### src/rtl/klp32_pkg.sv
// Shared KLP32 definitions: widths, reset defaults and the fetch-queue entry layout.
package klp32_pkg;

  localparam int          XLEN     = 32;
  localparam logic [31:0] RESET_PC = 32'h0000_0000;
  localparam logic [31:0] INST_NOP = 32'h0000_0013;

  typedef struct packed {
    logic [XLEN-1:0] pc;
    logic [XLEN-1:0] inst;
  } fetch_entry_t;

endpackage

### src/rtl/fetch_queue2.sv
// Two-entry synchronous FIFO holding {pc, inst} fetch entries; flush empties it in one cycle.
module fetch_queue2
  import klp32_pkg::*;
(
  input  logic            clk_i,
  input  logic            rst_ni,
  input  logic            push_i,
  input  logic            pop_i,
  input  logic            flush_i,
  input  logic [XLEN-1:0] pc_i,
  input  logic [XLEN-1:0] inst_i,
  output logic [1:0]      count_o,
  output logic [XLEN-1:0] head_pc_o,
  output logic [XLEN-1:0] head_inst_o
);

  fetch_entry_t mem_q [2];
  logic         wr_ptr_q, wr_ptr_d;
  logic         rd_ptr_q, rd_ptr_d;
  logic [1:0]   count_q, count_d;

  always_comb begin
    wr_ptr_d = wr_ptr_q;
    rd_ptr_d = rd_ptr_q;
    count_d  = count_q;
    if (flush_i) begin
      wr_ptr_d = 1'b0;
      rd_ptr_d = 1'b0;
      count_d  = 2'd0;
    end else begin
      if (push_i) wr_ptr_d = ~wr_ptr_q;
      if (pop_i)  rd_ptr_d = ~rd_ptr_q;
      count_d = count_q + {1'b0, push_i} - {1'b0, pop_i};
    end
  end

  always_ff @(posedge clk_i or negedge rst_ni) begin
    if (!rst_ni) begin
      wr_ptr_q <= 1'b0;
      rd_ptr_q <= 1'b0;
      count_q  <= 2'd0;
    end else begin
      wr_ptr_q <= wr_ptr_d;
      rd_ptr_q <= rd_ptr_d;
      count_q  <= count_d;
    end
  end

  // Storage is cleared on reset so the head reads zero until the first push.
  always_ff @(posedge clk_i or negedge rst_ni) begin
    if (!rst_ni) begin
      mem_q[0] <= '0;
      mem_q[1] <= '0;
    end else if (push_i && !flush_i) begin
      mem_q[wr_ptr_q] <= '{pc: pc_i, inst: inst_i};
    end
  end

  assign count_o     = count_q;
  assign head_pc_o   = mem_q[rd_ptr_q].pc;
  assign head_inst_o = mem_q[rd_ptr_q].inst;

endmodule

### src/rtl/inst_fetch32.sv
// KLP32 instruction fetch: owns the PC, fetches from combinational imem into a 2-entry queue,
// and handles redirects, halt and misaligned-target faults.
module inst_fetch32
  import klp32_pkg::*;
#(
  parameter int          XLEN     = klp32_pkg::XLEN,
  parameter logic [31:0] RESET_PC = klp32_pkg::RESET_PC,
  parameter int          DEPTH    = 2
) (
  input  logic            clk,
  input  logic            rst_n,
  output logic [XLEN-1:0] imem_addr,
  input  logic [XLEN-1:0] imem_inst,
  input  logic            halt,
  input  logic            redirect_valid,
  input  logic [XLEN-1:0] redirect_pc,
  output logic            out_valid,
  input  logic            out_ready,
  output logic [XLEN-1:0] out_pc,
  output logic [XLEN-1:0] out_inst,
  output logic            misalign,
  output logic [XLEN-1:0] fetch_count
);

  localparam logic [1:0] DEPTH_C = DEPTH[1:0];

  logic [XLEN-1:0] pc_q, pc_d;
  logic            misalign_q, misalign_d;
  logic [XLEN-1:0] fetch_count_q, fetch_count_d;
  logic [1:0]      count;
  logic            push, pop;

  assign out_valid = (count != 2'd0);
  assign pop       = out_valid & out_ready & ~redirect_valid;
  // A full queue can still accept a word in the same cycle its head leaves.
  assign push      = ~halt & ~misalign_q & ~redirect_valid & ((count < DEPTH_C) | pop);

  always_comb begin
    pc_d          = pc_q;
    misalign_d    = misalign_q;
    fetch_count_d = fetch_count_q;
    if (redirect_valid) begin
      pc_d       = redirect_pc;
      misalign_d = (redirect_pc[1:0] != 2'b00);
    end else if (push) begin
      pc_d          = pc_q + 32'd4;
      fetch_count_d = fetch_count_q + 32'd1;
    end
  end

  always_ff @(posedge clk or negedge rst_n) begin
    if (!rst_n) begin
      pc_q          <= RESET_PC;
      misalign_q    <= 1'b0;
      fetch_count_q <= '0;
    end else begin
      pc_q          <= pc_d;
      misalign_q    <= misalign_d;
      fetch_count_q <= fetch_count_d;
    end
  end

  fetch_queue2 u_queue (
    .clk_i       (clk),
    .rst_ni      (rst_n),
    .push_i      (push),
    .pop_i       (pop),
    .flush_i     (redirect_valid),
    .pc_i        (pc_q),
    .inst_i      (imem_inst),
    .count_o     (count),
    .head_pc_o   (out_pc),
    .head_inst_o (out_inst)
  );

  assign imem_addr   = pc_q;
  assign misalign    = misalign_q;
  assign fetch_count = fetch_count_q;

endmodule

### config.mk
export PLATFORM = sky130hd
export DESIGN_NAME = inst_fetch32
export DESIGN_NICKNAME = d
export VERILOG_FILES = /design/src/rtl/klp32_pkg.sv /design/src/rtl/fetch_queue2.sv /design/src/rtl/inst_fetch32.sv
export SDC_FILE = /design/constraint.sdc
export NUM_CORES = 1
export LEC_CHECK = 0
export BUFFER_PORTS_ARGS = -buffer_cell sky130_fd_sc_hd__buf_2
export CAP_MARGIN = 5
export CELL_PAD_IN_SITES_DETAIL_PLACEMENT = 0
export CELL_PAD_IN_SITES_GLOBAL_PLACEMENT = 1
export CORE_MARGIN = 3
export CORE_UTILIZATION = 48
export CTS_CLUSTER_DIAMETER = 60
export DETAILED_ROUTE_END_ITERATION = 10
export MAX_ROUTING_LAYER = met4
export PLACE_DENSITY = 0.86
export SKIP_LAST_GASP = 1
export SLEW_MARGIN = 20
export SYNTH_ARGS = -nofsm -noshare
export SYNTH_HDL_FRONTEND = slang
export SYNTH_HIERARCHICAL = 1
export SYNTH_SLANG_ARGS = --single-unit
### constraint.sdc
create_clock -name clk -period 4.1 [get_ports clk]
set_input_delay 0 -clock clk [delete_from_list [all_inputs] [get_ports clk]]
set_output_delay 0 -clock clk [all_outputs]
set_load 0.02 [all_outputs]
## Yosys cells after proc, flatten, opt, wreduce, memory -nomap -nowiden

Cells that the tools add are included.
W data, S select, Z words.

- Input bits: 69
- Bits in writable memories: 0
- Register bits after elaboration: 197
- Latch bits: 0
- Bits in read-only memories: 0
- Memories kept: 0
- Output and inout bits: 130

- Shifts and indexed selects: 0
- Add/sub/neg operators: 4
- Divide/modulo/power cells: 0
- Muxes and demuxes: 13
- Eq/ne operators: 0
- Bitwise logic cells: 13
- Multiply operators: 0
- Order comparisons: 4
- Reductions and logical operators: 8

Operators by type and width:

| operator | number |
|---|---|
| $mux W64 | 4 |
| $bwmux W128 | 1 |
| $demux W64 S1 | 1 |
| $mux W32 | 2 |
| $add A32 B1 Y32 const B | 1 |
| $add A32 B3 Y32 const B | 1 |
| $reduce_bool A2 Y1 | 4 |
| $and A1 B1 Y1 | 5 |
| $not A1 Y1 | 5 |
| $ge A2 B2 Y1 const B | 2 |
| $mux W1 | 4 |
| $not A1 Y2 | 2 |
| $add A2 B1 Y2 | 1 |
| $logic_and A1 B1 Y1 | 2 |
| $lt A2 B1 Y1 const B | 1 |
| $lt A2 B2 Y1 const B | 1 |
| $mux W2 | 1 |
| $reduce_and A2 Y1 | 1 |
| $sub A2 B1 Y2 | 1 |
| $logic_not A1 Y1 | 1 |
| $or A1 B1 Y1 | 1 |

## Depth between registers and ports, before layout

Gate-level depths: netlist (run 1).

- Depth after elaboration: 8
- Mapped depth: 9
- Mapped depth without buffers: 7

## Modules after synthesis

Netlist (run 1), hierarchy kept.

Modules (own cells, without submodules):

| module | cells an instance | times used | area each (um^2) | sequential area each (um^2) |
|---|---|---|---|---|
| fetch_queue2 | 358 | 1 | 6048.3 | 3303.2 |
| inst_fetch32 | 354 | 1 | 3423.3 | 1626.6 |

## Least setup slack after synthesis (run 1)

Ideal clock, no wire load.

- Path kind: reg-to-reg
- Start: reg misalign_q (netlist: misalign)
- End: reg u_queue/mem_q[120] in the netlist's numbering
- Path buffers: 3
- Clock period less this slack: 2080 ps
- Setup time: 125 ps
- Arrival: 1955 ps
- Data required time: 3975 ps
- Stages on the path, launching flop included: 9
- Slack: 2020 ps
- Cells stage by stage: dfrtp_1 -> nor3_2 -> nand2_2 -> inv_2 -> buf_2 -> nor3b_2 -> buf_6 -> buf_6 -> mux2_2

- Longest elaborated chain between the ends: 5

RTL lines:

| what | line | source |
|---|---|---|
| start: declaration | inst_fetch32.sv:28 | `logic misalign_q, misalign_d;` |
| start signal: assignment | inst_fetch32.sv:58 | `misalign_q <= misalign_d;` |
| $not A1 Y1 | inst_fetch32.sv:36 | `assign push = ~halt & ~misalign_q & ~redirect_valid & ((count < DEPTH_C) \| pop);` |
| $and A1 B1 Y1 (3 in a row) | inst_fetch32.sv:36 |  |
| named net push | inst_fetch32.sv:31 | `logic push, pop;` |
| $logic_and A1 B1 Y1 | fetch_queue2.sv:54 | `end else if (push_i && !flush_i) begin` |
| end signal: indexed assignment | fetch_queue2.sv:55 | `mem_q[wr_ptr_q] <= '{pc: pc_i, inst: inst_i};` |
| end: declaration | fetch_queue2.sv:17 | `fetch_entry_t mem_q [2];` |

The timed path passes the listed nets, and every way through them passes these cells.
A chain may end at the register's enable or synchronous reset.

## Worst setup path in the final report (run 1)

- Start: reg misalign_q (netlist: misalign)
- End: reg u_queue/mem_q[70] in the netlist's numbering

- Longest elaborated chain between the ends: 5

RTL lines:

| what | line |
|---|---|
| $not A1 Y1 | inst_fetch32.sv:36 |
| $and A1 B1 Y1 (3 in a row) | inst_fetch32.sv:36 |
| $logic_and A1 B1 Y1 | fetch_queue2.sv:54 |

Every way passes these cells.

==> results of run 1 <==
power by group through the flow:
stage	Sequential, mW	Clock, mW	Combinational (mW)
floorplan	2.47	0	0.846
detailed placement	2.49	0	1.30
CTS	2.45	1.61	1.36
finish	2.45	1.56	1.35
global placement	2.47	0	1.28
global route	2.50	1.70	1.45
placed cells by master (no fill, tap or decap), types with 4 or more instances in the layout:
| cell | count |
|---|---|
| sky130_fd_sc_hd__nor2_1 | 36 |
| sky130_fd_sc_hd__ha_1 | 4 |
| sky130_fd_sc_hd__xor2_1 | 10 |
| sky130_fd_sc_hd__clkbuf_16 | 17 |
| sky130_fd_sc_hd__dlygate4sd3_1 | 65 |
| sky130_fd_sc_hd__nand3_1 | 28 |
| sky130_fd_sc_hd__nor4_1 | 4 |
| sky130_fd_sc_hd__mux2_2 | 129 |
| sky130_fd_sc_hd__xnor2_1 | 24 |
| sky130_fd_sc_hd__o21ai_0 | 13 |
| sky130_fd_sc_hd__a32oi_1 | 5 |
| sky130_fd_sc_hd__clkinvlp_4 | 4 |
| sky130_fd_sc_hd__nand2_1 | 49 |
| sky130_fd_sc_hd__and3_1 | 12 |
| sky130_fd_sc_hd__mux2_4 | 60 |
| sky130_fd_sc_hd__a21oi_1 | 5 |
| sky130_fd_sc_hd__o211ai_1 | 10 |
| sky130_fd_sc_hd__a22oi_1 | 6 |
| sky130_fd_sc_hd__dfrtp_1 | 196 |
| sky130_fd_sc_hd__mux2_1 | 5 |
| sky130_fd_sc_hd__nand4_1 | 19 |
| sky130_fd_sc_hd__inv_1 | 12 |
| sky130_fd_sc_hd__buf_2 | 197 |
| sky130_fd_sc_hd__buf_4 | 7 |
per-stage QoR:
step	instances	hold WS [ps]	utilization	setup slack [ps]	cell area, sq um
3_5_place_dp	1145	211	0.556	1120	10600
6_report	1243	60.6	0.618	1090	11800
3_3_place_gp	1145	207	0.556	1210	10600
2_1_floorplan	712	-296	-	2020	9470
5_1_grt	1243	82.5	0.618	881	11800
4_1_cts	1242	42.0	0.618	1110	11800
path summary, 6_finish.rpt:
kind                                      start                 to  slack [ps]  cells after the start
min in group asynchronous                 rst_n  u_queue/mem_q[91]         320                      2
worst min-delay path                  out_ready   u_queue/rd_ptr_q          60                      4
max in group asynchronous                 rst_n   u_queue/rd_ptr_q        2630                      3
worst max-delay path                   misalign  u_queue/mem_q[70]        1090                      6
worst max register to register         misalign  u_queue/mem_q[70]        1090                      6
worst min register to register  fetch_count[31]    fetch_count[31]         460                      1
critical path: cells and delay by family, from the launching register on:
kind,cells,cell delay (ps)
buffers and inverters,2,1140
muxes,1,420
and+or+nand+nor,3,860
DFF,1,420
cell type report:
class	count	area (sq um)
fillers	1516	7260
flip-flops and latches	197	4930
multi-input cells	470	4210
repair buffers	270	1700
clock buffers	20	447
well taps	260	325
clock inverters	12	97.6
inverters	13	48.8
diodes	1	2.50
logic make-up (layout without fill, tap and decap cells):
kind of cell,after synthesis,after routing,share of synthesized area
simple gates,182,182,0.109
compound gates,52,52,0.0376
other cells,0,1,0
buf+inv,45,315,0.0362
xor+xnor,35,35,0.0338
flops,197,197,0.520
fa+ha+maj,4,4,0.00528
mux,197,197,0.258
sequential cells by signal (all words and copies together), names as in the netlist:
signal and flops:
fetch_count 32, imem_addr 32, misalign 1, u_queue/count_o 2, u_queue/mem_q 128, u_queue/rd_ptr_q 1, u_queue/wr_ptr_q 1
per-layer routing:
metal  vias to the layer above  wire (um)  GRT usage
li1                       3074          -          -
met1                      3348      10300      0.297
met2                       182      11100      0.357
met3                        21       1100     0.0512
met4                         0        271     0.0513
met5                         -          0          -
what timing repair did:
item                                   4_1_cts  5_1_grt
resized for setup                            0        0
endpoints found under the hold margin      221        0
hold buffers                                65        0
setup buffers                                0        0
==> flow_summary.yaml, run 1 <==
synth:
  syn_avg_cell_area_sq_um: 13.3
  synth_enable_flop_cells: 0
  syn-num-nets: 785
  postSynthCellCount: 712
  ys.flop_type: "sky130_fd_sc_hd__dfrtp_1"
  most_numerous_cell_in_the_yosys_netlist: "sky130_fd_sc_hd__dfrtp_1"
  synth_area_sq_mm: 0.00947
  yosysTopAreaCell: "sky130_fd_sc_hd__dfrtp_1"
  post_synth_main_area_contributors: "sky130_fd_sc_hd__dfrtp_1 52%, sky130_fd_sc_hd__mux2_2 15%, sky130_fd_sc_hd__mux2_4 9.5%"
  netlist_cell_types: 58
  postSynth.asyncResetShare: 1.00
  post_synthesis_register_bit_count: 197
  ys.warnings.count: 6
  synth.cells.most_frequent: "197 x sky130_fd_sc_hd__dfrtp_1, 129 x sky130_fd_sc_hd__mux2_2, 60 x sky130_fd_sc_hd__mux2_4"
  synth_top_cell_area_share: 0.520
  synth_seq_area_share: 0.520
grt:
  overflow: 0
  wire_length_of_the_first_global_routing_pass_um: 37600
  grt.total_usage: 0.225
  largest_net_degree_at_the_start_of_global_routing: 127
  grt_pass1_vias: 6918
  grt_antenna_before_repair: 1
timing:
  worst_clock_skew_ps: 9.60
  transition_time_at_the_pin_with_the_least_slew_margin_ps: 994
  tns_ps: 0
  setup_repair_after_global_routing_missed_its_margin: "no"
  max_freq_mhz: 332
  timing_hold_violations_final: 0
  timing.final.setup_violations: 0
  slew_violations: 0
  timing.slew.headroom: 0.338
  min_period_over_period: 0.735
  min_period_ps: 3010
finish:
  syn2layout_area_growth_pct: 24.2
  post_route_cells_drive_above_1_share: 0.454
  num-nets-final: 1042
die:
  floorplan.initialDensity: 0.498
  core_area_sq_mm: 0.0190
  io_pins: 199
  design.die.area_sq_mm: 0.0215
  chipHeight_um: 146
  die_w_um: 146
  core.rowCount: 50
critical_path:
  startpoint_type: "flip-flop"
  cp_cell_sequence: "nor3_2 > nand2_2 > inv_2 > nor3b_4 > buf_4 > mux2_2"
  critPathMaxFanout: 49
  worst_ep_arrival_time_ps: 3320
  slowest_delay_ps: 570
  worst_ep_required_time_ps: 4410
  criticalPathCategory: "flip-flop to flip-flop"
  timing.critical_path.slowest_stage_cell: "sky130_fd_sc_hd__inv_2"
  worst_setup_path_end_kind: "flip-flop"
route:
  avgViaCountPerCell: 5.33
  routedWlPerCell_um: 18.4
  antenna_violating_nets_post_route: 0
  drt_pass1_iterations: 4
  post-route-drc-count: 0
  routed_wl_um: 22800
  detailroute.via_count: 6625
  dr.first_iter.drc_count: 281
min_path:
  min_path_type: "input pin to flip-flop"
power_and_ir_drop:
  power.switching_fraction: 0.316
  power.share.clock: 0.291
  total_leakage_power_nw: 5.88
  switchingPower_mw: 1.70
  p_total_mw: 5.37
  total_power_divided_by_cell_area_mw_per_mm2: 456
  p_int_mw: 3.67
  seqPwrFrac: 0.457
  irDropWorstVdd_uv: 264
  power.share.combinational: 0.251
job:
  max_cap_viol_count: 0
placement:
  hpwlAfterDp_um: 14600
  gpl.final_weighted_congestion: 0.796
  port_buffers: 198
clocking:
  cts.reportedPaths.clkPinSlew_ps: 70
  cts-root-to-sink-buffers: 2
  number_of_buffers_inserted_during_clock_tree_synthesis: 17
  tritoncts: "built"
  cts_max_level: 4
  clkSinkCount: 197
  insertion_delay_ps: 430
  cts.root.buffer_cell: "sky130_fd_sc_hd__clkbuf_16"
run_status:
  outcome: "completed"
(Power assumes the default switching activity.)
==> run 2: changes to the inputs <==
CORE_UTILIZATION = 40   (was 48)
PLACE_DENSITY = 0.76   (was 0.86)
clock period = 2.4 ns   (was 4.1 ns; I/O delays follow)
==> run 2 against run 1 <==
Total power grew 77%. Clock skew grew 3.5 ps. Combinational power grew 73%. Sequential power grew 70%. Final cell count grew 5.2%. Largest cell class unchanged.
==> flow_summary.yaml, run 2 (synthesis gave the netlist of run 1 again) <==
timing:
  min_period_ps: 2090
  transition_time_at_the_pin_with_the_least_slew_margin_ps: 796
  setup_repair_after_global_routing_missed_its_margin: "no"
  worst_clock_skew_ps: 13.1
  tns_ps: 0
  slew_violations: 0
  timing_hold_violations_final: 0
  min_period_over_period: 0.872
  timing.final.setup_violations: 0
  timing.slew.headroom: 0.469
  max_freq_mhz: 478
route:
  avgViaCountPerCell: 5.05
  routed_wl_um: 23300
  antenna_violating_nets_post_route: 0
  dr.first_iter.drc_count: 342
  drt_pass1_iterations: 4
  detailroute.via_count: 6608
  post-route-drc-count: 0
  routedWlPerCell_um: 17.8
finish:
  max_flop_register: "u_queue/mem_q"
  syn2layout_area_growth_pct: 27.1
  top_library_cells_by_usage_in_the_layout_fill_and_taps_aside: "197 x sky130_fd_sc_hd__buf_2, 196 x sky130_fd_sc_hd__dfrtp_1, 129 x sky130_fd_sc_hd__mux2_2, 66 x sky130_fd_sc_hd__dlygate4sd3_1, 60 x sky130_fd_sc_hd__mux2_4"
  layout_commonest_cell: "sky130_fd_sc_hd__buf_2"
  flip_flop_count_of_the_largest_register_after_layout: 128
  post_route_cells_drive_above_1_share: 0.459
  layout.core_utilization: 0.524
  num-nets-final: 1053
grt:
  overflow: 0
  grt_antenna_before_repair: 2
  wire_length_of_the_first_global_routing_pass_um: 38400
  grt.total_usage: 0.192
  grt_pass1_vias: 6988
  largest_net_degree_at_the_start_of_global_routing: 79
critical_path:
  critPathMaxFanout: 33
  worst_ep_required_time_ps: 2400
  worst_ep_arrival_time_ps: 2090
  crit-reg2reg-capture: "imem_addr[22]"
  criticalPathCategory: "flip-flop to output pin"
  reg2regPathDepth: 6
  cp_cell_sequence: "buf_4 > mux2_2 > buf_2"
  timing.critical_path.slowest_stage_cell: "sky130_fd_sc_hd__dfrtp_4"
  regToRegSetupSlack_ps: 340
  startpoint_type: "flip-flop"
  worst_setup_path_end_kind: "output pin"
  slowest_delay_ps: 770
  r2r_start: "imem_addr[2]"
clocking:
  cts.root.buffer_cell: "sky130_fd_sc_hd__clkbuf_16"
  cts.reportedPaths.clkPinSlew_ps: 70
  postCtsSetupRepairBufs: 0
  clkSinkCount: 197
  insertion_delay_ps: 430
  cts-root-to-sink-buffers: 2
  cts_max_level: 4
  number_of_buffers_inserted_during_clock_tree_synthesis: 17
  tritoncts: "built"
die:
  die_w_um: 160
  core.rowCount: 55
  chipHeight_um: 160
  io_pins: 199
  design.die.area_sq_mm: 0.0256
  core_area_sq_mm: 0.0230
  floorplan.initialDensity: 0.412
min_path:
  hold-path-cell-count: 4
  hp-start: "out_ready"
  hold_path_end: "u_queue/rd_ptr_q"
  min_path_type: "input pin to flip-flop"
job:
  max_cap_viol_count: 0
placement:
  hpwlAfterDp_um: 15300
  gpl.final_weighted_congestion: 0.771
  port_buffers: 198
power_and_ir_drop:
  irDropWorstVdd_uv: 443
  total_power_divided_by_cell_area_mw_per_mm2: 791
  total_leakage_power_nw: 6.00
run_status:
  outcome: "completed"
[run 2: cell count changes in the layout (fill, tap and decap cells not counted)]
cell / change
sky130_fd_sc_hd__buf_4: +6
sky130_fd_sc_hd__buf_12: +4
sky130_fd_sc_hd__bufinv_16: +3
sky130_fd_sc_hd__clkinvlp_4: -3
sky130_fd_sc_hd__clkbuf_8: +2
sky130_fd_sc_hd__inv_8: -2
sky130_fd_sc_hd__diode_2: +1
sky130_fd_sc_hd__dlygate4sd3_1: +1
[run 2: report_power, final]
part	internal, mW	switching, mW
clock network	1.74	1.28
registers	3.81	0.361
logic	1.10	1.23
[run 2: cell type report]
cell class,count,area (sq um)
diodes,2,5.00
clock buffers,22,474
fillers,2047,10900
repair buffers,281,1840
well taps,313,392
clock inverters,10,143
inverters,13,48.8
multi-input cells,470,4210
flip-flops and latches,197,4930
[run 2: worst max-delay path, delay by kind of cell, from the launching register on]
family,cells,cell delay (ps)
buf+inv,2,510
flops,1,770
mux,1,390
[run 2: worst max-delay path by stage]
stage / startpoint / to / slack (ps) / depth (start not counted)
after floorplan: misalign / u_queue/mem_q[120] / 320 / 8
after global placement: imem_addr[2] / imem_addr[20] / 430 / 6
after detailed placement: imem_addr[2] / imem_addr[20] / 370 / 6
after CTS: u_queue/rd_ptr_q / out_pc[0] / 260 / 3
after global routing: imem_addr[2] / imem_addr[22] / 50 / 6
final: u_queue/rd_ptr_q / out_pc[0] / 310 / 3
[run 2: repair_timing]
item | CTS | global route
endpoints found under the hold margin | 155 | 0
resized for setup | 0 | 0
hold buffers | 66 | 0
[run 2: metal layers]
metal,up-vias,share of wire,GRT usage
met2,179,0.47,0.303
li1,3110,-,-
met3,13,0.053,0.0415
met5,-,0,-
met4,0,0.0089,0.0442
met1,3306,0.46,0.255
[run 2: stage by stage]
stage	worst slack (ps)	cells	total power [mW]	hold WS [ps]	area, sq um
5_1_grt	51.2	1308	10.0	62.7	12000
2_1_floorplan	320	712	5.66	-296	9470
6_report	308	1308	9.52	46.6	12000
3_5_place_dp	374	1208	6.48	12.1	10800
3_3_place_gp	430	1208	6.45	18.0	10800
4_1_cts	260	1306	9.63	17.4	12000
